==> src/rtl/tlb_lookup_unit_if.sv <==
// Update, lookup and response signals between a TLB requester and tlb_lookup_unit.
interface tlb_lookup_unit_if #(
    parameter int IDX_BITS = 3
);
    logic                update_va_en;
    logic                update_pa_en;
    logic [IDX_BITS-1:0] update_index;
    logic [31:0]         update_value;
    logic                flush_en;
    logic                lookup_en;
    logic [31:0]         lookup_va;
    logic                stall;
    logic                rsp_valid;
    logic                rsp_hit;
    logic [31:0]         rsp_pa;
    logic                rsp_writable;

    modport master (
        output update_va_en, update_pa_en, update_index, update_value, flush_en,
        output lookup_en, lookup_va, stall,
        input  rsp_valid, rsp_hit, rsp_pa, rsp_writable
    );

    modport slave (
        input  update_va_en, update_pa_en, update_index, update_value, flush_en,
        input  lookup_en, lookup_va, stall,
        output rsp_valid, rsp_hit, rsp_pa, rsp_writable
    );
endinterface

==> src/rtl/tlb_lookup_unit.sv <==
// Fully-associative TLB: VA/PA-half entry updates, flush, and a one-cycle registered lookup.
module tlb_lookup_unit #(
    parameter int NUM_ENTRIES = 8,
    parameter int IDX_BITS    = 3,
    parameter int PAGE_OFFSET = 12
) (
    input logic            clk,
    input logic            reset,
    tlb_lookup_unit_if.slave bus
);
    localparam int TAG_W = 32 - PAGE_OFFSET;

    logic [TAG_W-1:0]       vpn [NUM_ENTRIES];
    logic [TAG_W-1:0]       ppn [NUM_ENTRIES];
    logic [NUM_ENTRIES-1:0] writable;
    logic [NUM_ENTRIES-1:0] valid;

    logic             hit;
    logic [TAG_W-1:0] hit_ppn;
    logic             hit_wr;

    // PA write follows VA write so its valid bit wins; flush is applied last so it beats both.
    always_ff @(posedge clk or posedge reset) begin
        if (reset) begin
            for (int unsigned i = 0; i < NUM_ENTRIES; i++) begin
                vpn[i] <= '0;
                ppn[i] <= '0;
            end
            writable <= '0;
            valid    <= '0;
        end else begin
            for (int unsigned i = 0; i < NUM_ENTRIES; i++) begin
                if (bus.update_va_en && bus.update_index == IDX_BITS'(i)) begin
                    vpn[i]   <= bus.update_value[31:PAGE_OFFSET];
                    valid[i] <= 1'b0;
                end
                if (bus.update_pa_en && bus.update_index == IDX_BITS'(i)) begin
                    ppn[i]      <= bus.update_value[31:PAGE_OFFSET];
                    writable[i] <= bus.update_value[1];
                    valid[i]    <= bus.update_value[0];
                end
            end
            if (bus.flush_en) begin
                valid <= '0;
            end
        end
    end

    // First match in ascending index order wins when software loads duplicate tags.
    always_comb begin
        hit     = 1'b0;
        hit_ppn = '0;
        hit_wr  = 1'b0;
        for (int unsigned i = 0; i < NUM_ENTRIES; i++) begin
            if (!hit && valid[i] && vpn[i] == bus.lookup_va[31:PAGE_OFFSET]) begin
                hit     = 1'b1;
                hit_ppn = ppn[i];
                hit_wr  = writable[i];
            end
        end
    end

    always_ff @(posedge clk or posedge reset) begin
        if (reset) begin
            bus.rsp_valid    <= 1'b0;
            bus.rsp_hit      <= 1'b0;
            bus.rsp_pa       <= '0;
            bus.rsp_writable <= 1'b0;
        end else if (!bus.stall) begin
            bus.rsp_valid <= bus.lookup_en;
            if (bus.lookup_en) begin
                bus.rsp_hit      <= hit;
                bus.rsp_pa       <= hit ? {hit_ppn, bus.lookup_va[PAGE_OFFSET-1:0]} : bus.lookup_va;
                bus.rsp_writable <= hit_wr;
            end
        end
    end
endmodule

==> src/flat_wrapper.sv <==
// flat-port wrapper written by rule: the top's interface ports become plain ports
module tlb_lookup_unit_flat 
#(
    parameter int NUM_ENTRIES = 8,
    parameter int IDX_BITS    = 3,
    parameter int PAGE_OFFSET = 12
)
  (clk, reset, bus_update_va_en, bus_update_pa_en, bus_update_index, bus_update_value, bus_flush_en, bus_lookup_en, bus_lookup_va, bus_stall, bus_rsp_valid, bus_rsp_hit, bus_rsp_pa, bus_rsp_writable);
  tlb_lookup_unit_if #(.IDX_BITS(IDX_BITS)) bus_i ();
  input logic clk;
  input logic reset;
  input wire logic [$bits(bus_i.update_va_en)-1:0] bus_update_va_en;
  input wire logic [$bits(bus_i.update_pa_en)-1:0] bus_update_pa_en;
  input wire logic [$bits(bus_i.update_index)-1:0] bus_update_index;
  input wire logic [$bits(bus_i.update_value)-1:0] bus_update_value;
  input wire logic [$bits(bus_i.flush_en)-1:0] bus_flush_en;
  input wire logic [$bits(bus_i.lookup_en)-1:0] bus_lookup_en;
  input wire logic [$bits(bus_i.lookup_va)-1:0] bus_lookup_va;
  input wire logic [$bits(bus_i.stall)-1:0] bus_stall;
  output wire logic [$bits(bus_i.rsp_valid)-1:0] bus_rsp_valid;
  output wire logic [$bits(bus_i.rsp_hit)-1:0] bus_rsp_hit;
  output wire logic [$bits(bus_i.rsp_pa)-1:0] bus_rsp_pa;
  output wire logic [$bits(bus_i.rsp_writable)-1:0] bus_rsp_writable;
  assign bus_i.update_va_en = bus_update_va_en;
  assign bus_i.update_pa_en = bus_update_pa_en;
  assign bus_i.update_index = bus_update_index;
  assign bus_i.update_value = bus_update_value;
  assign bus_i.flush_en = bus_flush_en;
  assign bus_i.lookup_en = bus_lookup_en;
  assign bus_i.lookup_va = bus_lookup_va;
  assign bus_i.stall = bus_stall;
  assign bus_rsp_valid = bus_i.rsp_valid;
  assign bus_rsp_hit = bus_i.rsp_hit;
  assign bus_rsp_pa = bus_i.rsp_pa;
  assign bus_rsp_writable = bus_i.rsp_writable;
  tlb_lookup_unit #(.NUM_ENTRIES(NUM_ENTRIES), .IDX_BITS(IDX_BITS), .PAGE_OFFSET(PAGE_OFFSET)) u_core (.clk(clk), .reset(reset), .bus(bus_i));
endmodule
==> config.mk <==
export PLATFORM = sky130hd
export DESIGN_NAME = tlb_lookup_unit_flat
export DESIGN_NICKNAME = d
export VERILOG_FILES = /design/src/rtl/tlb_lookup_unit_if.sv /design/src/rtl/tlb_lookup_unit.sv /design/src/flat_wrapper.sv
export SDC_FILE = /design/constraint.sdc
export NUM_CORES = 1
export LEC_CHECK = 0
export CAP_MARGIN = 20
export CORE_UTILIZATION = 50
export CTS_BUF_LIST = sky130_fd_sc_hd__clkbuf_16
export CTS_CLUSTER_DIAMETER = 60
export DETAILED_ROUTE_END_ITERATION = 6
export PLACE_DENSITY = 0.78
export RECOVER_POWER = 100
export SETUP_SLACK_MARGIN = 0.5
export SYNTH_ARGS = -nofsm -noshare
export SYNTH_HDL_FRONTEND = slang
export SYNTH_SLANG_ARGS = --single-unit
==> constraint.sdc <==
create_clock -name clk -period 27.7 [get_ports clk]
set_input_delay 5.54 -clock clk [delete_from_list [all_inputs] [get_ports clk]]
set_output_delay 5.54 -clock clk [all_outputs]
set_load 0.01 [all_outputs]
==> results by group <==
Place
  – I/O Buffers: ~100
  – Placer Congestion: 0.895
  – Post-DP HPWL: between 30,000 and 40,000 um
  – Placed insts: between 2k and 2.5k

Floorplan
  – Die Height: 192 um
  – Num ports: 109
  – Die width: slightly below 200 um
  – FP Rows: around 70
  – Initial Utilization: 50.9%
  – Placeable Area: about 36,000 um2
  – Die area: between 30,000 and 40,000 um2

Clock network
  – CTS Hold Buffers Added: 0
  – TritonCTS clock tree: done
  – CTS Sinks: around 370
  – Post-CTS Resized: 0
  – Clk root buf: clkbuf_16
  – Clk slew on worst S/H paths: ~0.06 ns
  – Setup bufs post-CTS: 0
  – Clock buffer depth: 3
  – Clk_lat worst skew: 0.52 ns
  – CTS H-tree lvls: 2
  – Num CTS Buffers: 38

Cells and area
  – Share of layout cells above drive strength 1: 23.2%
  – Commonest non-fill, non-tap cell in the layout: dfrtp_1
  – Syn-to-layout area delta: 13.9%
  – Most frequent cells in the layout: 371 x dfrtp_1, 302 x mux2_2, 222 x nand2_1
  – Multi-input logic area: between 8000 and 9000 um2
  – Non-filler cells, final: approximately 2.1k
  – FILL cells: about 2.9k
  – Register area: 9280 um2
  – # nets final: about 1.7k
  – Ant. Diodes: 0

Min path
  – HP Class: reg -> reg
  – Worst Min Path Start: u_core.bus.rsp_pa[5]$_DFFE_PP0P_
  – Hold Path Depth: 2
  – Hold Path Sink: u_core.bus.rsp_pa[5]$_DFFE_PP0P_

Drt
  – Mean routed wirelength per cell: ~24 um
  – Via/cell ratio: approximately 6.2
  – Drt pass-1 iters: 5
  – First DRT Iteration DRCs: approximately 1.1k
  – Post-route ant nets: 0
  – DR vias: around 13k
  – # DRC: 0
  – Final WL: between 50,000 and 60,000 um

Power
  – Peak supply drop: about 0.077 mV
  – Lkg Pwr: 0.00873 uW
  – PD cells: 71.8 nW/um2

STA
  – F_max: around 76 MHz
  – Unrepaired setup endpoints after global routing: no
  – Least-Margin Pin Slew: 5.51 ns
  – Final Skew: between 0.01 and 0.015 ns
  – Post-route setup TNS: 0 ns
  – Max-slew violations: between 300 and 400
  – Setup violators final: 0
  – Final worst path period share: between 40% and 50%
  – Hold Fails Final Rpt: 0
  – Min Tclk post-route: 13.13 ns
  – Normalized max-slew margin: -268%

Logic synthesis
  – Number of enable flip-flop cells after synthesis: 0
  – Sequential area share after synthesis: between 50 and 60%
  – Synth cell types: 66
  – Ys async rst share: 100%
  – Post-Synthesis Cells: 1,596
  – Cell Area, Synth: 18,100 um2
  – Register bit count reported by yosys: 371
  – Mapped Nets: around 1.7k
  – Syn. warnings: 0
  – Most used DFF post-synth: dfrtp_1
  – Avg Inst Size Synth: 11.3 um2

Global route
  – Largest net degree at the start of global routing: ~180
  – Antenna violations before repair: 1
  – Global route overflow: 0
  – Vias in the first global route: about 13k
  – First-pass GRT wire length: 78,600 um
  – Gr usage total: roughly 28%

Critical path
  – CP Max Fanout: around 180
  – Crit start category: input port
  – Crit. End Element: async pin
  – R2R depth: 9
  – Reg-to-reg endpoint: u_core.bus.rsp_pa[26]$_DFFE_PP0P_
  – Bufs and invs on worst path: 4
  – Required time worst endpoint: around 27 ns
  – CP max stage cell: clkinvlp_2
  – CP Cell Sequence: dlygate4sd3_1, clkinvlp_2, buf_12, clkbuf_1
  – Crit path largest cell delay: around 3 ns
  – Setup CP Type: in -> async
  – WP data arrival: between 10 and 15 ns
  – Worst reg-to-reg setup slack: 22.51 ns
  – Largest delay share family, worst path: buffers and inverters
  – R2R Path Start: u_core.vpn[147]$_DFFE_PP0P_

Outcome
  – Violated checks: capacitance limit, slew limit
  – Status: complete, but fails checks

Flow run
  – Max-Cap Viols: 6
worst max path at each step:
stage / start / endpoint / slack (ns) / cells past startpoint
after floorplan: reset / u_core.bus.rsp_hit$_DFFE_PP0P_ / 11.86 / 1
after global placement: bus_lookup_va[29] / u_core.bus.rsp_pa[28]$_DFFE_PP0P_ / 17.24 / 10
after detailed placement: bus_lookup_va[29] / u_core.bus.rsp_pa[16]$_DFFE_PP0P_ / 17.23 / 10
after CTS: bus_lookup_va[29] / u_core.bus.rsp_pa[16]$_DFFE_PP0P_ / 17.77 / 10
after global routing: reset / u_core.ppn[108]$_DFFE_PP0P_ / 12.99 / 4
final: reset / u_core.vpn[135]$_DFFE_PP0P_ / 14.57 / 4
routing by layer:
metal / up-vias / share of wire, % / global-route usage [%]
met5: - / 0.029 / 0
met4: 2 / 5.0 / 14.2
met3: 166 / 7.3 / 4.73
met2: 561 / 47 / 46.6
met1: 6792 / 40 / 36.3
li1: 5757 / - / -
synthesized netlist by cell type, types with 2 or more instances:
library cell  number  share of area, %
nor2_1            48               1.0
xor2_1            67               3.2
nand4b_1           7              0.34
nand2b_1          16              0.55
o22ai_1           11              0.38
a211oi_1           7              0.29
nor3_1            16              0.44
and4_1             8              0.39
nor3b_1            2             0.083
nor4b_1            5              0.24
buf_6              4              0.25
xnor2_1           93               4.5
o31ai_1           13              0.54
and4b_1            3              0.17
a31oi_1           12              0.41
clkbuf_1          73               1.5
or4_1             10              0.41
nor2b_1            4              0.14
or4b_1             2              0.11
mux2i_1            3              0.17
o221ai_1           6              0.29
nand4_1           44               1.5
o21ai_0           20              0.55
mux2_2           303                19
a22o_1             2             0.097
dfrtp_1          371                51
a21oi_1           20              0.55
nand2_1          222               4.6
or4b_2             3              0.17
buf_2             23              0.64
buf_1             17              0.35
and2_1             4              0.14
o2bb2ai_1          6              0.29
nand3b_1           3              0.12
o211a_1            6              0.33
and3_1             8              0.28
nor4_1            25              0.86
a22oi_1            7              0.29
inv_1              5              0.10
a221oi_1          11              0.53
nand3_1           61               1.7
state kept, by name (all words and copies together) (netlist names):
| register | flops |
|---|---|
| u_core.bus.rsp_hit | 1 |
| u_core.bus.rsp_pa | 32 |
| u_core.bus.rsp_valid | 1 |
| u_core.bus.rsp_writable | 1 |
| u_core.ppn | 160 |
| u_core.valid | 8 |
| u_core.vpn | 160 |
| u_core.writable | 8 |
tightest hold or removal path: cells and delay by family (launching register included):
family / cells / cell delay (ns)
DFF: 1 / 0.34
and+or+nand+nor: 2 / 0.10
report_power, final:
group / switching (uW) / internal [uW]
registers: 66.5 / 653
clock network: 210 / 284
logic: 127 / 140
total: 404 / 1080
cell type report:
type | instances | area share [%]
Multi-Input combinational cell | 1101 | 40.3
Inverter | 5 | 0.0971
Clock inverter | 29 | 0.814
Sequential cell | 371 | 45.0
Timing Repair Buffer | 138 | 6.00
Clock buffer | 41 | 4.98
Tap cell | 461 | 2.80
metrics by stage:
| step | setup WS [ns] | hold WS, ns | power, uW | utilization, % | area [um2] |
|---|---|---|---|---|---|
| 3_3_place_gp | 17.24 | 0.457 | 976 | 54.8 | 19500 |
| 2_1_floorplan | 11.86 | 0.446 | 906 | - | 18100 |
| 6_report | 14.57 | 0.468 | 1480 | 57.9 | 20600 |
| 3_5_place_dp | 17.23 | 0.461 | 993 | 54.8 | 19500 |
| 4_1_cts | 17.77 | 0.477 | 1490 | 58.2 | 20700 |
| 5_1_grt | 12.99 | 0.490 | 1540 | 57.9 | 20600 |
kinds of logic after synthesis:
family | after synthesis | synth area share [%]
buffers and inverters | 124 | 2.92
and+or+nand+nor | 500 | 13.7
xor gates and xnor gates | 160 | 7.74
AOI/OAI and AO/OA | 135 | 5.29
muxes | 306 | 19.0
DFF | 371 | 51.3
(Power assumes the default switching activity.)
